--- config.mk ---
export PLATFORM = sky130hd
export DESIGN_NAME = dma_datapath_prims_flat
export DESIGN_NICKNAME = d
export VERILOG_FILES = /design/src/rtl/dma_datapath_prims_if.sv /design/src/rtl/dma_datapath_prims.sv /design/src/flat_wrapper.sv
export SDC_FILE = /design/constraint.sdc
export NUM_CORES = 1
export LEC_CHECK = 0
export BUFFER_PORTS_ARGS = -buffer_cell sky130_fd_sc_hd__buf_4
export CORE_ASPECT_RATIO = 1.25
export CORE_UTILIZATION = 63
export CTS_CLUSTER_DIAMETER = 30
export CTS_CLUSTER_SIZE = 14
export DETAILED_ROUTE_END_ITERATION = 8
export GPL_ROUTABILITY_DRIVEN = 0
export GPL_TIMING_DRIVEN = 0
export MAX_ROUTING_LAYER = met4
export PLACE_DENSITY = 0.84
export SLEW_MARGIN = 20
export SYNTH_ARGS = -nofsm -noshare
export SYNTH_HDL_FRONTEND = slang
export SYNTH_SLANG_ARGS = --single-unit
--- constraint.sdc ---
create_clock -name clk -period 5.5 [get_ports clk]
set_clock_uncertainty 0.1 [all_clocks]
set_input_delay 0.275 -clock clk [delete_from_list [all_inputs] [get_ports clk]]
set_output_delay 0.275 -clock clk [all_outputs]
set_load 0.02 [all_outputs]
--- src/rtl/dma_datapath_prims_if.sv ---
// Bundles the FIFO, counter and register control/data signals of dma_datapath_prims.
// The master side drives controls and data; the slave side (the datapath) returns status and data.
interface dma_datapath_prims_if #(
    parameter int DATA      = 8,
    parameter int L         = 5,
    parameter int REG_DEPTH = 8
);
    logic                 fifo_rst;
    logic                 fifo_enable;
    logic                 fifo_wr_rd;
    logic                 fifo_old_add_flag;
    logic [DATA-1:0]      fifo_in;
    logic [DATA-1:0]      fifo_out;
    logic                 full;
    logic                 empty;
    logic                 empty_partial;

    logic                 cnt_rst;
    logic                 cnt_load;
    logic                 cnt_en;
    logic [L-1:0]         cnt_data_in;
    logic [L-1:0]         cnt;
    logic                 end_cnt;

    logic                 reg_rst;
    logic                 reg_en;
    logic [REG_DEPTH-1:0] reg_data_in;
    logic [REG_DEPTH-1:0] reg_data_out;

    modport master (
        output fifo_rst, fifo_enable, fifo_wr_rd, fifo_old_add_flag, fifo_in,
        input  fifo_out, full, empty, empty_partial,
        output cnt_rst, cnt_load, cnt_en, cnt_data_in,
        input  cnt, end_cnt,
        output reg_rst, reg_en, reg_data_in,
        input  reg_data_out
    );

    modport slave (
        input  fifo_rst, fifo_enable, fifo_wr_rd, fifo_old_add_flag, fifo_in,
        output fifo_out, full, empty, empty_partial,
        input  cnt_rst, cnt_load, cnt_en, cnt_data_in,
        output cnt, end_cnt,
        input  reg_rst, reg_en, reg_data_in,
        output reg_data_out
    );
endinterface

--- src/rtl/dma_datapath_prims.sv ---
// DMA datapath primitives: retry-capable FIFO, loadable wrap counter, enable register.
// Latency: one cycle for every state update; fifo_out and all status flags are combinational.
// Backpressure: writes while full and reads while empty are dropped; callers must watch full/empty.
module dma_datapath_prims #(
    parameter int DATA       = 8,
    parameter int ADDR_SIZE  = 4,
    parameter int DIV_FACTOR = 3,
    parameter int L          = 5,
    parameter int REG_DEPTH  = 8
) (
    input  logic                 clk,
    input  logic                 rst,
    dma_datapath_prims_if.slave  bus
);
    localparam int DEPTH = 1 << ADDR_SIZE;
    localparam logic [ADDR_SIZE:0] FULL_CNT = (ADDR_SIZE+1)'(DEPTH);
    localparam logic [ADDR_SIZE:0] PART_TH  = (ADDR_SIZE+1)'(DEPTH >> DIV_FACTOR);

    // ---------------- FIFO ----------------
    logic [DATA-1:0]      r_mem [0:DEPTH-1];
    logic [ADDR_SIZE-1:0] r_wr_ptr;
    logic [ADDR_SIZE-1:0] r_rd_ptr;
    logic [ADDR_SIZE:0]   r_count;
    logic                 r_flag_q;

    logic w_full;
    logic w_empty;
    logic w_flag_rise;
    logic w_do_write;
    logic w_do_read;
    logic w_rewind_wr;
    logic w_rewind_rd;

    assign w_full      = (r_count == FULL_CNT);
    assign w_empty     = (r_count == '0);
    assign w_flag_rise = bus.fifo_old_add_flag & ~r_flag_q;

    // Normal traffic is suppressed for the whole time the retry flag is high.
    assign w_do_write  = bus.fifo_enable & ~bus.fifo_old_add_flag &  bus.fifo_wr_rd & ~w_full;
    assign w_do_read   = bus.fifo_enable & ~bus.fifo_old_add_flag & ~bus.fifo_wr_rd & ~w_empty;
    assign w_rewind_wr = w_flag_rise &  bus.fifo_wr_rd & ~w_empty;
    assign w_rewind_rd = w_flag_rise & ~bus.fifo_wr_rd & ~w_full;

    always_ff @(posedge clk) begin
        if (rst) begin
            r_flag_q <= 1'b0;
        end else begin
            r_flag_q <= bus.fifo_old_add_flag;
        end
    end

    always_ff @(posedge clk) begin
        if (rst || bus.fifo_rst) begin
            r_wr_ptr <= '0;
            r_rd_ptr <= '0;
            r_count  <= '0;
        end else if (w_rewind_wr) begin
            r_wr_ptr <= r_wr_ptr - ADDR_SIZE'(1);
            r_count  <= r_count - (ADDR_SIZE+1)'(1);
        end else if (w_rewind_rd) begin
            r_rd_ptr <= r_rd_ptr - ADDR_SIZE'(1);
            r_count  <= r_count + (ADDR_SIZE+1)'(1);
        end else if (w_do_write) begin
            r_wr_ptr <= r_wr_ptr + ADDR_SIZE'(1);
            r_count  <= r_count + (ADDR_SIZE+1)'(1);
        end else if (w_do_read) begin
            r_rd_ptr <= r_rd_ptr + ADDR_SIZE'(1);
            r_count  <= r_count - (ADDR_SIZE+1)'(1);
        end
    end

    // Storage is never cleared; reset only empties it through the pointers.
    always_ff @(posedge clk) begin
        if (!rst && !bus.fifo_rst && w_do_write) begin
            r_mem[r_wr_ptr] <= bus.fifo_in;
        end
    end

    assign bus.fifo_out      = r_mem[r_rd_ptr];
    assign bus.full          = w_full;
    assign bus.empty         = w_empty;
    assign bus.empty_partial = (r_count <= PART_TH);

    // ---------------- Counter ----------------
    logic [L-1:0] r_cnt;

    always_ff @(posedge clk) begin
        if (rst || bus.cnt_rst) begin
            r_cnt <= '0;
        end else if (bus.cnt_en && bus.cnt_load) begin
            r_cnt <= bus.cnt_data_in;
        end else if (bus.cnt_en) begin
            r_cnt <= r_cnt + L'(1);
        end
    end

    assign bus.cnt     = r_cnt;
    assign bus.end_cnt = &r_cnt;

    // ---------------- Register ----------------
    logic [REG_DEPTH-1:0] r_reg;

    always_ff @(posedge clk) begin
        if (rst || bus.reg_rst) begin
            r_reg <= '0;
        end else if (bus.reg_en) begin
            r_reg <= bus.reg_data_in;
        end
    end

    assign bus.reg_data_out = r_reg;

endmodule

--- src/flat_wrapper.sv ---
// flat-port wrapper written by rule: the top's interface ports become plain ports
module dma_datapath_prims_flat 
#(
    parameter int DATA       = 8,
    parameter int ADDR_SIZE  = 4,
    parameter int DIV_FACTOR = 3,
    parameter int L          = 5,
    parameter int REG_DEPTH  = 8
)
  (clk, rst, bus_fifo_rst, bus_fifo_enable, bus_fifo_wr_rd, bus_fifo_old_add_flag, bus_fifo_in, bus_fifo_out, bus_full, bus_empty, bus_empty_partial, bus_cnt_rst, bus_cnt_load, bus_cnt_en, bus_cnt_data_in, bus_cnt, bus_end_cnt, bus_reg_rst, bus_reg_en, bus_reg_data_in, bus_reg_data_out);
  dma_datapath_prims_if #(.DATA(DATA), .L(L), .REG_DEPTH(REG_DEPTH)) bus_i ();
  input  logic clk;
  input  logic rst;
  input wire logic [$bits(bus_i.fifo_rst)-1:0] bus_fifo_rst;
  input wire logic [$bits(bus_i.fifo_enable)-1:0] bus_fifo_enable;
  input wire logic [$bits(bus_i.fifo_wr_rd)-1:0] bus_fifo_wr_rd;
  input wire logic [$bits(bus_i.fifo_old_add_flag)-1:0] bus_fifo_old_add_flag;
  input wire logic [$bits(bus_i.fifo_in)-1:0] bus_fifo_in;
  output wire logic [$bits(bus_i.fifo_out)-1:0] bus_fifo_out;
  output wire logic [$bits(bus_i.full)-1:0] bus_full;
  output wire logic [$bits(bus_i.empty)-1:0] bus_empty;
  output wire logic [$bits(bus_i.empty_partial)-1:0] bus_empty_partial;
  input wire logic [$bits(bus_i.cnt_rst)-1:0] bus_cnt_rst;
  input wire logic [$bits(bus_i.cnt_load)-1:0] bus_cnt_load;
  input wire logic [$bits(bus_i.cnt_en)-1:0] bus_cnt_en;
  input wire logic [$bits(bus_i.cnt_data_in)-1:0] bus_cnt_data_in;
  output wire logic [$bits(bus_i.cnt)-1:0] bus_cnt;
  output wire logic [$bits(bus_i.end_cnt)-1:0] bus_end_cnt;
  input wire logic [$bits(bus_i.reg_rst)-1:0] bus_reg_rst;
  input wire logic [$bits(bus_i.reg_en)-1:0] bus_reg_en;
  input wire logic [$bits(bus_i.reg_data_in)-1:0] bus_reg_data_in;
  output wire logic [$bits(bus_i.reg_data_out)-1:0] bus_reg_data_out;
  assign bus_i.fifo_rst = bus_fifo_rst;
  assign bus_i.fifo_enable = bus_fifo_enable;
  assign bus_i.fifo_wr_rd = bus_fifo_wr_rd;
  assign bus_i.fifo_old_add_flag = bus_fifo_old_add_flag;
  assign bus_i.fifo_in = bus_fifo_in;
  assign bus_fifo_out = bus_i.fifo_out;
  assign bus_full = bus_i.full;
  assign bus_empty = bus_i.empty;
  assign bus_empty_partial = bus_i.empty_partial;
  assign bus_i.cnt_rst = bus_cnt_rst;
  assign bus_i.cnt_load = bus_cnt_load;
  assign bus_i.cnt_en = bus_cnt_en;
  assign bus_i.cnt_data_in = bus_cnt_data_in;
  assign bus_cnt = bus_i.cnt;
  assign bus_end_cnt = bus_i.end_cnt;
  assign bus_i.reg_rst = bus_reg_rst;
  assign bus_i.reg_en = bus_reg_en;
  assign bus_i.reg_data_in = bus_reg_data_in;
  assign bus_reg_data_out = bus_i.reg_data_out;
  dma_datapath_prims #(.DATA(DATA), .ADDR_SIZE(ADDR_SIZE), .DIV_FACTOR(DIV_FACTOR), .L(L), .REG_DEPTH(REG_DEPTH)) u_core (.clk(clk), .rst(rst), .bus(bus_i));
endmodule
# --- After elaboration in Yosys (flattened, before gate mapping) ---
# Memory sizes are Yosys's and may differ from the RTL's. A register that Yosys moved wholly into a read port is not among the register bits.
# Index checks and enable logic that the tools add are counted.
totals:
  rom_bits: 0
  output_inout_bits: 25
  ram_bits: 128
  n_memories: 1
  latchBits: 0
  elab_cells: 66
  ff_bits: 27
  inputBits: 32
mem_list:
  columns: ["name", "words", "width", "read_ports", "rd_clocked_by_memory_dff", "write_ports", "line_no", "source"]
  rows:
  - ["u_core.r_mem", 16, 8, 1, 1, 1, "dma_datapath_prims.sv:20", "logic [DATA-1:0] r_mem [0:DEPTH-1];"]
classes:
  reduce_logical: 16
  mul: 0
  order_cmp: 1
  shifts: 0
  n_eq_ne: 3
  div: 0
  n_addsub: 7
  mux: 16
  bitwise_logic: 16
op_table:
  columns: ["operator", "count"]
  rows:
  - ["$mux 4", 8]
  - ["$mux 5", 6]
  - ["$add 5x1->5 const B", 2]
  - ["$and 1x1->1", 10]
  - ["$add 4x1->4 const B", 2]
  - ["$sub 4x1->4 const B", 2]
  - ["$not 1->1", 6]
  - ["$reduce_bool 2->1", 3]
  - ["$eq 5x5->1 const B", 1]
  - ["$le 5x2->1 const B", 1]
  - ["$logic_not 5->1", 1]
  - ["$reduce_and 5->1", 1]
  - ["$sub 5x1->5 const B", 1]
  - ["$reduce_bool 4->1", 1]
  - ["$logic_and 1x1->1", 3]
  - ["$logic_or 1x1->1", 3]
  - ["$reduce_and 3->1", 1]
  - ["$logic_not 1->1", 2]
  - ["$mux 1", 2]
  - ["$ne 2x1->1 const B", 1]
  - ["$ne 2x2->1 const B", 1]
  - ["$reduce_and 2->1", 1]

# --- Longest topological paths before layout ---
# Gate-level depths: netlist of run 1.
logic_depth:
  ltp_word: 9
  mapped_depth: 11
  mapped_depth_nobuf: 10

# --- Worst setup path before layout of run 1 ---
# Ideal clock, no wire load.
synth_path:
  path_kind: "reg-to-reg"
  startpoint: "reg u_core.r_count[0]"
  endpoint: "mem u_core.r_mem[0][0] (enable)"
  stages_incl_launch_ff: 8
  required_time_ns: 5.017
  n_path_buf: 1
  slack_ns: 2.740
  synth_period_minus_slack_ns: 2.760
  t_arrival_ns: 2.277
  setup_time_ns: 0.383
  path_cell_list: "dfxtp_1 > inv_1 > ha_1 > and4bb_1 > buf_6 > nor2_2 > or4b_1 > nor3_1"
synth_via:
  elab_chain_cells: 6
synth_rtl:
  columns: ["item", "line_no", "source"]
  rows:
  - ["start, declared", "dma_datapath_prims.sv:23", "logic [ADDR_SIZE:0] r_count;"]
  - ["start signal, assigned", "dma_datapath_prims.sv:59", "r_count <= r_count - (ADDR_SIZE+1)'(1);"]
  - ["start signal, assigned", "dma_datapath_prims.sv:62", "r_count <= r_count + (ADDR_SIZE+1)'(1);"]
  - ["start signal, assigned", "dma_datapath_prims.sv:65", "r_count <= r_count + (ADDR_SIZE+1)'(1);"]
  - ["$eq 5x5->1", "dma_datapath_prims.sv:34", "assign w_full = (r_count == FULL_CNT);"]
  - ["net bus_full", "flat_wrapper.sv:20", "output wire logic [$bits(bus_i.full)-1:0] bus_full;"]
  - ["$not 1->1", "dma_datapath_prims.sv:39", "assign w_do_write = bus.fifo_enable & ~bus.fifo_old_add_flag & bus.fifo_wr_rd & ~w_full;"]
  - ["$and 1x1->1", "dma_datapath_prims.sv:39", null]
  - ["$logic_and 1x1->1", "dma_datapath_prims.sv:74", "if (!rst && !bus.fifo_rst && w_do_write) begin"]
  - ["$mux 1", "dma_datapath_prims.sv:74", null]
  - ["$mux 1 (implied by the code)", "dma_datapath_prims.sv:75", "r_mem[r_wr_ptr] <= bus.fifo_in;"]
  - ["end, declared", "dma_datapath_prims.sv:20", null]
# The timed path passes the listed nets, and every way through them passes these cells.

==> out/summary.log, run 1 <==
[hold_path] worst hold endpoint u_core.bus.reg_data_out[7]
[floorplanning] Die Height 115 um
[cts] number of clock sinks 159
[floorplanning] std cell rows 40
[sta] summed negative setup slack over all endpoints 0 ns
[synthesis] proportion of register bits with asynchronous set or reset after synthesis 0
[sta] setup-violating endpoint count in the final report 0
[synthesis] EDFF count, synth 128
[power_and_ir_drop] PnR Total Power 0.00262 W
[global_routing] initial antenna violation count 0
[setup_path] R2R Setup Slk 2.37 ns
[global_routing] Congestion Overflow GR 0
[setup_path] worst-path maximum fanout 10
[global_routing] vias in the first global route 3686
[cts] Hold-fix buffers, CTS 6
[floorplanning] horizontal die dimension 92.5 um
[setup_path] Worst Reg-to-Reg Cells 7
[cts] CTS H-Tree Depth 4
[final_layout] share of post-route cells with drive strength above 1 0.316
[synthesis] Synthesized Nets 406
[setup_path] crit path launch type register
[floorplanning] die area 10600 sq um
[cts] clock root cell sky130_fd_sc_hd__clkbuf_16
[synthesis] synthesized area per cell 17.6 sq um
[place] dpl hpwl 8930 um
[cts] clock slew at reported path FFs 0.06 ns
[synthesis] number of storage elements in the synthesis netlist 159
[sta] final hold violation count 0
[hold_path] Hold Crit Depth 3
[final_layout] commonest non-fill, non-tap cells in the layout sky130_fd_sc_hd__edfxtp_1 (128), sky130_fd_sc_hd__buf_4 (52), sky130_fd_sc_hd__nor2_1 (43), sky130_fd_sc_hd__mux4_2 (40), sky130_fd_sc_hd__dfxtp_1 (31)
[drt] wire length per cell 23.5 um
[floorplanning] Placeable Area 9760 sq um
[final_layout] Syn-to-layout area delta 18.9%
[global_routing] Overall Global Routing Usage 0.295
[floorplanning] initial core utilization 0.661
[setup_path] kind of critical path register to output pin
[power_and_ir_drop] highest ir drop seen on vdd 240 uV
[setup_path] endpoint arrival time on the critical path 2.78 ns
[setup_path] capture point of the worst reg-to-reg path u_core.r_mem[3][0]
[sta] relative slew slack 0.355
[global_routing] first-pass GRT wire length 21000 um
[cts] insertion delay to the later sink of the worst-skew pair 0.42 ns
[sta] count of final max-slew check failures 0
[global_routing] pin count of the biggest net entering global routing 17
[sta] minimum clock period after layout 3.16 ns
[cts] Resized Gates After CTS 0
[sta] Tcrit/Tclk final 0.574
[synthesis] proportion of synthesized chip area in sequential cells 0.692
[cts] TritonCTS clock tree built
[synthesis] Yosys cell types 44
[final_layout] final cell count without fillers 582
[power_and_ir_drop] Static Leakage 2.64 nW
[cts] number of CTS-inserted buffers 17
[setup_path] Worst EP required 5.12 ns
[synthesis] total number of yosys warnings 0
[sta] Tightest Pin Transition 0.964 ns
[drt] total iterations of the first detailed-routing run 5
[power_and_ir_drop] power density normalized to cell area 342 nW/um^2
[place] placed instance count 544
[synthesis] dominant register cell in the synthesized netlist sky130_fd_sc_hd__edfxtp_1
[cts] buffer depth of the longest clock path 2
[final_layout] Antenna diodes 0
[final_layout] commonest non-fill, non-tap cell in the layout sky130_fd_sc_hd__edfxtp_1
[job] number of max-cap violations 0
[sta] highest clock frequency the design can meet 317 MHz
[drt] vias per inst 6.22
[floorplanning] number of placed I/O pins 57
[synthesis] synthesized netlist cell count 366
[drt] Total Wirelength 13600 um
[drt] drc violations 0
[setup_path] CP Capture Type output pin
[place] Port-buffer cells 52
[hold_path] worst hold path type input pin to register
[drt] post-route antenna net violation count 0
[cts] Post-CTS Setup Repair Bufs 0
[hold_path] hold path start bus_reg_data_in[7]
[final_layout] Net count, final 483
[synthesis] post-synthesis instance area 6450 sq um
[drt] Detailed Route Iter0 Violations 260
[drt] via count 3619
[setup_path] R2R Path Start u_core.r_count[1]
[outcome] result of the run finished, final reports clean
[sta] unrepaired setup endpoints after global routing false
[worst max-delay path by stage]
stage                               to  slack, ns  cells after the start
floorplan           u_core.r_mem[0][0]       2.74                      7
global placement    u_core.r_mem[0][6]       2.19                      7
detailed placement  u_core.r_mem[1][4]       2.46                      7
CTS                    bus_fifo_out[2]       2.31                      5
global route        u_core.r_mem[3][0]       2.22                      7
finish                 bus_fifo_out[2]       2.34                      5
[through the flow]
stage	worst slack (ns)	hold slack, ns	cell area, sq um	utilization
CTS	2.31	0.00256	7670	0.786
global placement	2.19	0.377	7000	0.717
detailed placement	2.46	0.380	7020	0.719
floorplan	2.74	0.242	6450	-
global route	2.22	0.0202	7670	0.786
finish	2.34	0.00883	7670	0.786
[metal layers]
metal / up-vias / track usage / wire, um
li1: 1606 / - / -
met1: 1795 / 0.342 / 5070
met2: 191 / 0.497 / 7400
met3: 27 / 0.0589 / 843
met4: 0 / 0.139 / 326
met5: - / - / 0
[cell families (layout without fill, tap and decap cells)]
group,after synthesis,after routing,share of synthesized area
compound gates,28,28,0.0312
fa+ha+maj,8,8,0.0155
simple gates,83,83,0.0679
buf+inv,23,113,0.0165
mux,55,55,0.163
xor+xnor,10,10,0.0136
flops,159,159,0.692
[synthesized netlist by cell type (2+ instances only)]
master                     count  area, sq um
sky130_fd_sc_hd__or3_1         5         31.3
sky130_fd_sc_hd__a21oi_1       6         30.0
sky130_fd_sc_hd__buf_6         2         22.5
sky130_fd_sc_hd__or2_2         3         18.8
sky130_fd_sc_hd__nand2b_1      4         25.0
sky130_fd_sc_hd__mux2i_1      14          140
sky130_fd_sc_hd__a22o_1        2         17.5
sky130_fd_sc_hd__a211oi_1      2         15.0
sky130_fd_sc_hd__nand3b_1      2         15.0
sky130_fd_sc_hd__inv_1         4         15.0
sky130_fd_sc_hd__nand2_1       4         15.0
sky130_fd_sc_hd__a22oi_1       2         15.0
sky130_fd_sc_hd__clkbuf_1     11         41.3
sky130_fd_sc_hd__o21ai_0       8         40.0
sky130_fd_sc_hd__nand4b_1      2         17.5
sky130_fd_sc_hd__dfxtp_1      31          621
sky130_fd_sc_hd__buf_2         4         20.0
sky130_fd_sc_hd__xor2_1        4         35.0
sky130_fd_sc_hd__nor2_1       43          161
sky130_fd_sc_hd__and3_1        3         18.8
sky130_fd_sc_hd__mux4_2       40          901
sky130_fd_sc_hd__a211oi_2      2         25.0
sky130_fd_sc_hd__xnor2_1       6         52.6
sky130_fd_sc_hd__edfxtp_1    128         3840
sky130_fd_sc_hd__buf_1         2         7.51
sky130_fd_sc_hd__nor3_1        7         35.0
sky130_fd_sc_hd__ha_1          8          100
[sequential cells by signal, summed over array words and instances, names as in the netlist, named ones only]
| signal | flops |
|---|---|
| u_core.bus.cnt | 5 |
| u_core.bus.reg_data_out | 8 |
| u_core.r_count | 5 |
| u_core.r_flag_q | 1 |
| u_core.r_mem | 128 |
| u_core.r_rd_ptr | 4 |
| u_core.r_wr_ptr | 4 |
[final cells by class]
cell class	count	area (sq um)
Buffer	19	91.3
Tap cell	126	158
Fill cell	509	2090
Clock buffer	29	573
Timing Repair Buffer	58	450
Sequential cell	159	4460
Multi-Input combinational cell	184	1900
Clock inverter	3	17.5
Inverter	4	15.0
[power by group]
part,internal [W],switching (W)
Sequential,0.00131,0.00000848
Clock,0.000702,0.000430
Combinational,0.0000809,0.0000935
Total,0.00209,0.000532
[critical path, cell delays in order, from the launching register on]
cell                       delay (ns)
sky130_fd_sc_hd__dfxtp_1         0.30
sky130_fd_sc_hd__clkbuf_1        0.32
sky130_fd_sc_hd__buf_2           0.44
sky130_fd_sc_hd__mux4_2          0.60
sky130_fd_sc_hd__mux4_2          0.51
sky130_fd_sc_hd__buf_4           0.18
Power figures use the tool's default switching activity.
==> run 2: changes to the inputs <==
--- a/config.mk
+++ b/config.mk
@@ -7,14 +7,14 @@
 export LEC_CHECK = 0
 export BUFFER_PORTS_ARGS = -buffer_cell sky130_fd_sc_hd__buf_4
 export CORE_ASPECT_RATIO = 1.25
-export CORE_UTILIZATION = 63
+export CORE_UTILIZATION = 53
 export CTS_CLUSTER_DIAMETER = 30
 export CTS_CLUSTER_SIZE = 14
 export DETAILED_ROUTE_END_ITERATION = 8
 export GPL_ROUTABILITY_DRIVEN = 0
 export GPL_TIMING_DRIVEN = 0
 export MAX_ROUTING_LAYER = met4
-export PLACE_DENSITY = 0.84
+export PLACE_DENSITY = 0.75
 export SLEW_MARGIN = 20
 export SYNTH_ARGS = -nofsm -noshare
 export SYNTH_HDL_FRONTEND = slang
==> constraint.sdc (replaced) <==
create_clock -name clk -period 2.65 [get_ports clk]
set_clock_uncertainty 0.1 [all_clocks]
set_input_delay 0.1325 -clock clk [delete_from_list [all_inputs] [get_ports clk]]
set_output_delay 0.1325 -clock clk [all_outputs]
set_load 0.02 [all_outputs]
==> run 2 against run 1 <==
  * Combinational power grew 130%
  * Register-to-register slack worse by 2.3 ns
  * Die area grew 18%
  * First-iteration DRC count down 30%
  * Non-clock buffer count rose by 26
  * Global-route usage fell by 6.0 points
  * Clock-buffer cell count shrank 12
  * Utilization fell by 9.0 points
  * Critical path depth decreased by 1
  * Cell count grew 10%
  * Clock power rose by 130%
==> out/summary.log, run 2 (synthesis gave the netlist of run 1 again) <==
[drt] drc violations 0
[floorplanning] Placeable Area 11700 sq um
[global_routing] Congestion Overflow GR 0
[global_routing] initial antenna violation count 0
[job] number of max-cap violations 0
[sta] Tcrit/Tclk final 0.969
[floorplanning] std cell rows 44
[cts] TritonCTS clock tree built
[hold_path] hold path start bus_cnt_data_in[3]
[drt] Detailed Route Iter0 Violations 181
[place] Port-buffer cells 52
[floorplanning] number of placed I/O pins 57
[sta] minimum clock period after layout 2.57 ns
[floorplanning] horizontal die dimension 101 um
[cts] buffer depth of the longest clock path 2
[cts] clock root cell sky130_fd_sc_hd__clkbuf_16
[power_and_ir_drop] part of the total power dissipated in sequential elements 0.475
[final_layout] final cell count without fillers 643
[sta] unrepaired setup endpoints after global routing false
[setup_path] Slowest-stage cell, CP sky130_fd_sc_hd__mux4_2
[power_and_ir_drop] Logic pwr share 0.069
[setup_path] CP Capture Type output pin
[final_layout] commonest non-fill, non-tap cells in the layout sky130_fd_sc_hd__edfxtp_1 (128), sky130_fd_sc_hd__buf_4 (57), sky130_fd_sc_hd__mux4_2 (40), sky130_fd_sc_hd__nor2_1 (32), sky130_fd_sc_hd__dfxtp_1 (28)
[setup_path] CP bufs+invs 2
[hold_path] worst hold path type input pin to register
[final_layout] commonest non-fill, non-tap cell in the layout sky130_fd_sc_hd__edfxtp_1
[place] placed instance count 580
[global_routing] pin count of the biggest net entering global routing 17
[setup_path] R2R Path Start u_core.r_count[0]
[power_and_ir_drop] Static Leakage 2.80 nW
[final_layout] Antenna diodes 0
[cts] CTS H-Tree Depth 4
[cts] insertion delay to the later sink of the worst-skew pair 0.42 ns
[setup_path] Cell Chain, Critical Path buf_6 -> mux4_2 -> mux4_2 -> buf_4
[floorplanning] Die Height 125 um
[setup_path] crit path launch type register
[final_layout] Syn-to-layout area delta 26.6%
[place] dpl ws -0.399 ns
[final_layout] share of post-route cells with drive strength above 1 0.361
[sta] relative slew slack 0.460
[power_and_ir_drop] clock network power share 0.456
[drt] met2 WL post-DR 7410 um
[drt] via count 3605
[sta] Worst Setup Slack, final 0.0813 ns
[global_routing] vias in the first global route 3677
[drt] vias per inst 5.61
[drt] Total Wirelength 13300 um
[setup_path] Worst EP required 2.42 ns
[drt] total iterations of the first detailed-routing run 4
[cts] clock slew at reported path FFs 0.06 ns
[power_and_ir_drop] switching fraction of total power 0.205
[sta] Worst Hold Slack 0.00344 ns
[final_layout] register with the most flip-flops u_core.r_mem
[global_routing] Overall Global Routing Usage 0.235
[floorplanning] die area 12600 sq um
[setup_path] endpoint arrival time on the critical path 2.34 ns
[power_and_ir_drop] power density normalized to cell area 705 nW/um^2
[final_layout] number of flip-flops under the largest register name 128
[drt] post-route antenna net violation count 0
[sta] final hold violation count 0
[final_layout] total non-filler cell area in the finished layout 8160 sq um
[drt] highest routing layer actually used met4
[outcome] result of the run finished, final reports clean
[power_and_ir_drop] Psw 0.00118 W
[cts] number of clock sinks 159
[drt] Met3 Routed Length 617 um
[setup_path] worst-path maximum fanout 10
[drt] sum of routed wire segments on met1 4980 um
[global_routing] first-pass GRT wire length 20400 um
[sta] highest clock frequency the design can meet 389 MHz
[final_layout] Filler cells 744
[place] Placed Instance Area 7070 sq um
[setup_path] kind of critical path register to output pin
[power_and_ir_drop] cell-internal power 0.00457 W
[setup_path] family of cells with the greatest summed delay on the critical path multiplexers
[place] dpl hpwl 8230 um
[sta] count of final max-slew check failures 0
[cts] number of CTS-inserted buffers 17
[power_and_ir_drop] highest ir drop seen on vdd 415 uV
[setup_path] maximum cell stage delay along the critical path 0.57 ns
[floorplanning] initial core utilization 0.550
[setup_path] most used cell along the critical path sky130_fd_sc_hd__mux4_2
[sta] summed negative setup slack over all endpoints 0 ns
[drt] wire length per cell 20.7 um
[sta] setup-violating endpoint count in the final report 0
[sta] Tightest Pin Transition 0.805 ns
[final_layout] Net count, final 509
## run 2: cell types whose count changed in the layout (fill, tap and decap cells not counted), moves of 5 or more
cell / delta
sky130_fd_sc_hd__bufinv_16: +5
sky130_fd_sc_hd__nor2_2: +7
sky130_fd_sc_hd__nor2_1: -11
sky130_fd_sc_hd__clkbuf_1: -6
sky130_fd_sc_hd__clkbuf_8: -8
sky130_fd_sc_hd__dlygate4sd3_1: +18
sky130_fd_sc_hd__buf_4: +5
## run 2: final timing paths
| check | end | slack, ns | cells past startpoint |
|---|---|---|---|
| worst max register to register | register | 0.11 | 11 |
| worst min-delay path | u_core.bus.cnt[3] | 0.003 | 4 |
| worst min register to register | u_core.bus.reg_data_out[5] | 0.40 | 2 |
| worst max-delay path | bus_fifo_out[1] | 0.08 | 4 |
## run 2: tightest hold or removal path: stages
cell	delay, ns
sky130_fd_sc_hd__buf_4	0.08
sky130_fd_sc_hd__a22o_1	0.13
sky130_fd_sc_hd__a22oi_1	0.07
sky130_fd_sc_hd__nor2_1	0.08
## run 2: metal layers
layer  GRT usage  vias up
met3      0.0414       29
li1            -     1664
met5           -        -
met4      0.0955        0
met2       0.406      106
met1       0.269     1806
## run 2: repair_timing
| item | 4_1_cts | 5_1_grt |
|---|---|---|
| setup buffers | 4 | 4 |
| hold endpoints to repair | 148 | 0 |
| setup endpoints to repair | 130 | 67 |
| hold buffers | 24 | 0 |
| pin swaps | 3 | 2 |
| resized for setup | 24 | 12 |
## run 2: area by class of cell
cell class | count | area [sq um] | share of cell area
Multi-Input combinational cell | 184 | 1970 | 0.241
Clock inverter | 15 | 219 | 0.0268
Inverter | 4 | 17.5 | 0.00215
Tap cell | 161 | 201 | 0.0247
Buffer | 18 | 110 | 0.0135
Clock buffer | 17 | 425 | 0.0521
Timing Repair Buffer | 85 | 748 | 0.0917
Sequential cell | 159 | 4470 | 0.548
## run 2: metrics by stage
step           utilization  total power, W
6_report             0.696         0.00576
5_1_grt              0.696         0.00591
4_1_cts              0.691         0.00576
3_5_place_dp         0.603         0.00313
3_3_place_gp         0.601         0.00312
2_1_floorplan            -         0.00300
## run 2: power by group through the flow
stage          Combinational, W  Sequential, W  Clock [W]
6_report               0.000398        0.00273    0.00263
5_1_grt                0.000431        0.00273    0.00275
4_1_cts                0.000387        0.00273    0.00264
3_5_place_dp           0.000351        0.00278          0
3_3_place_gp           0.000342        0.00278          0
2_1_floorplan          0.000210        0.00279          0
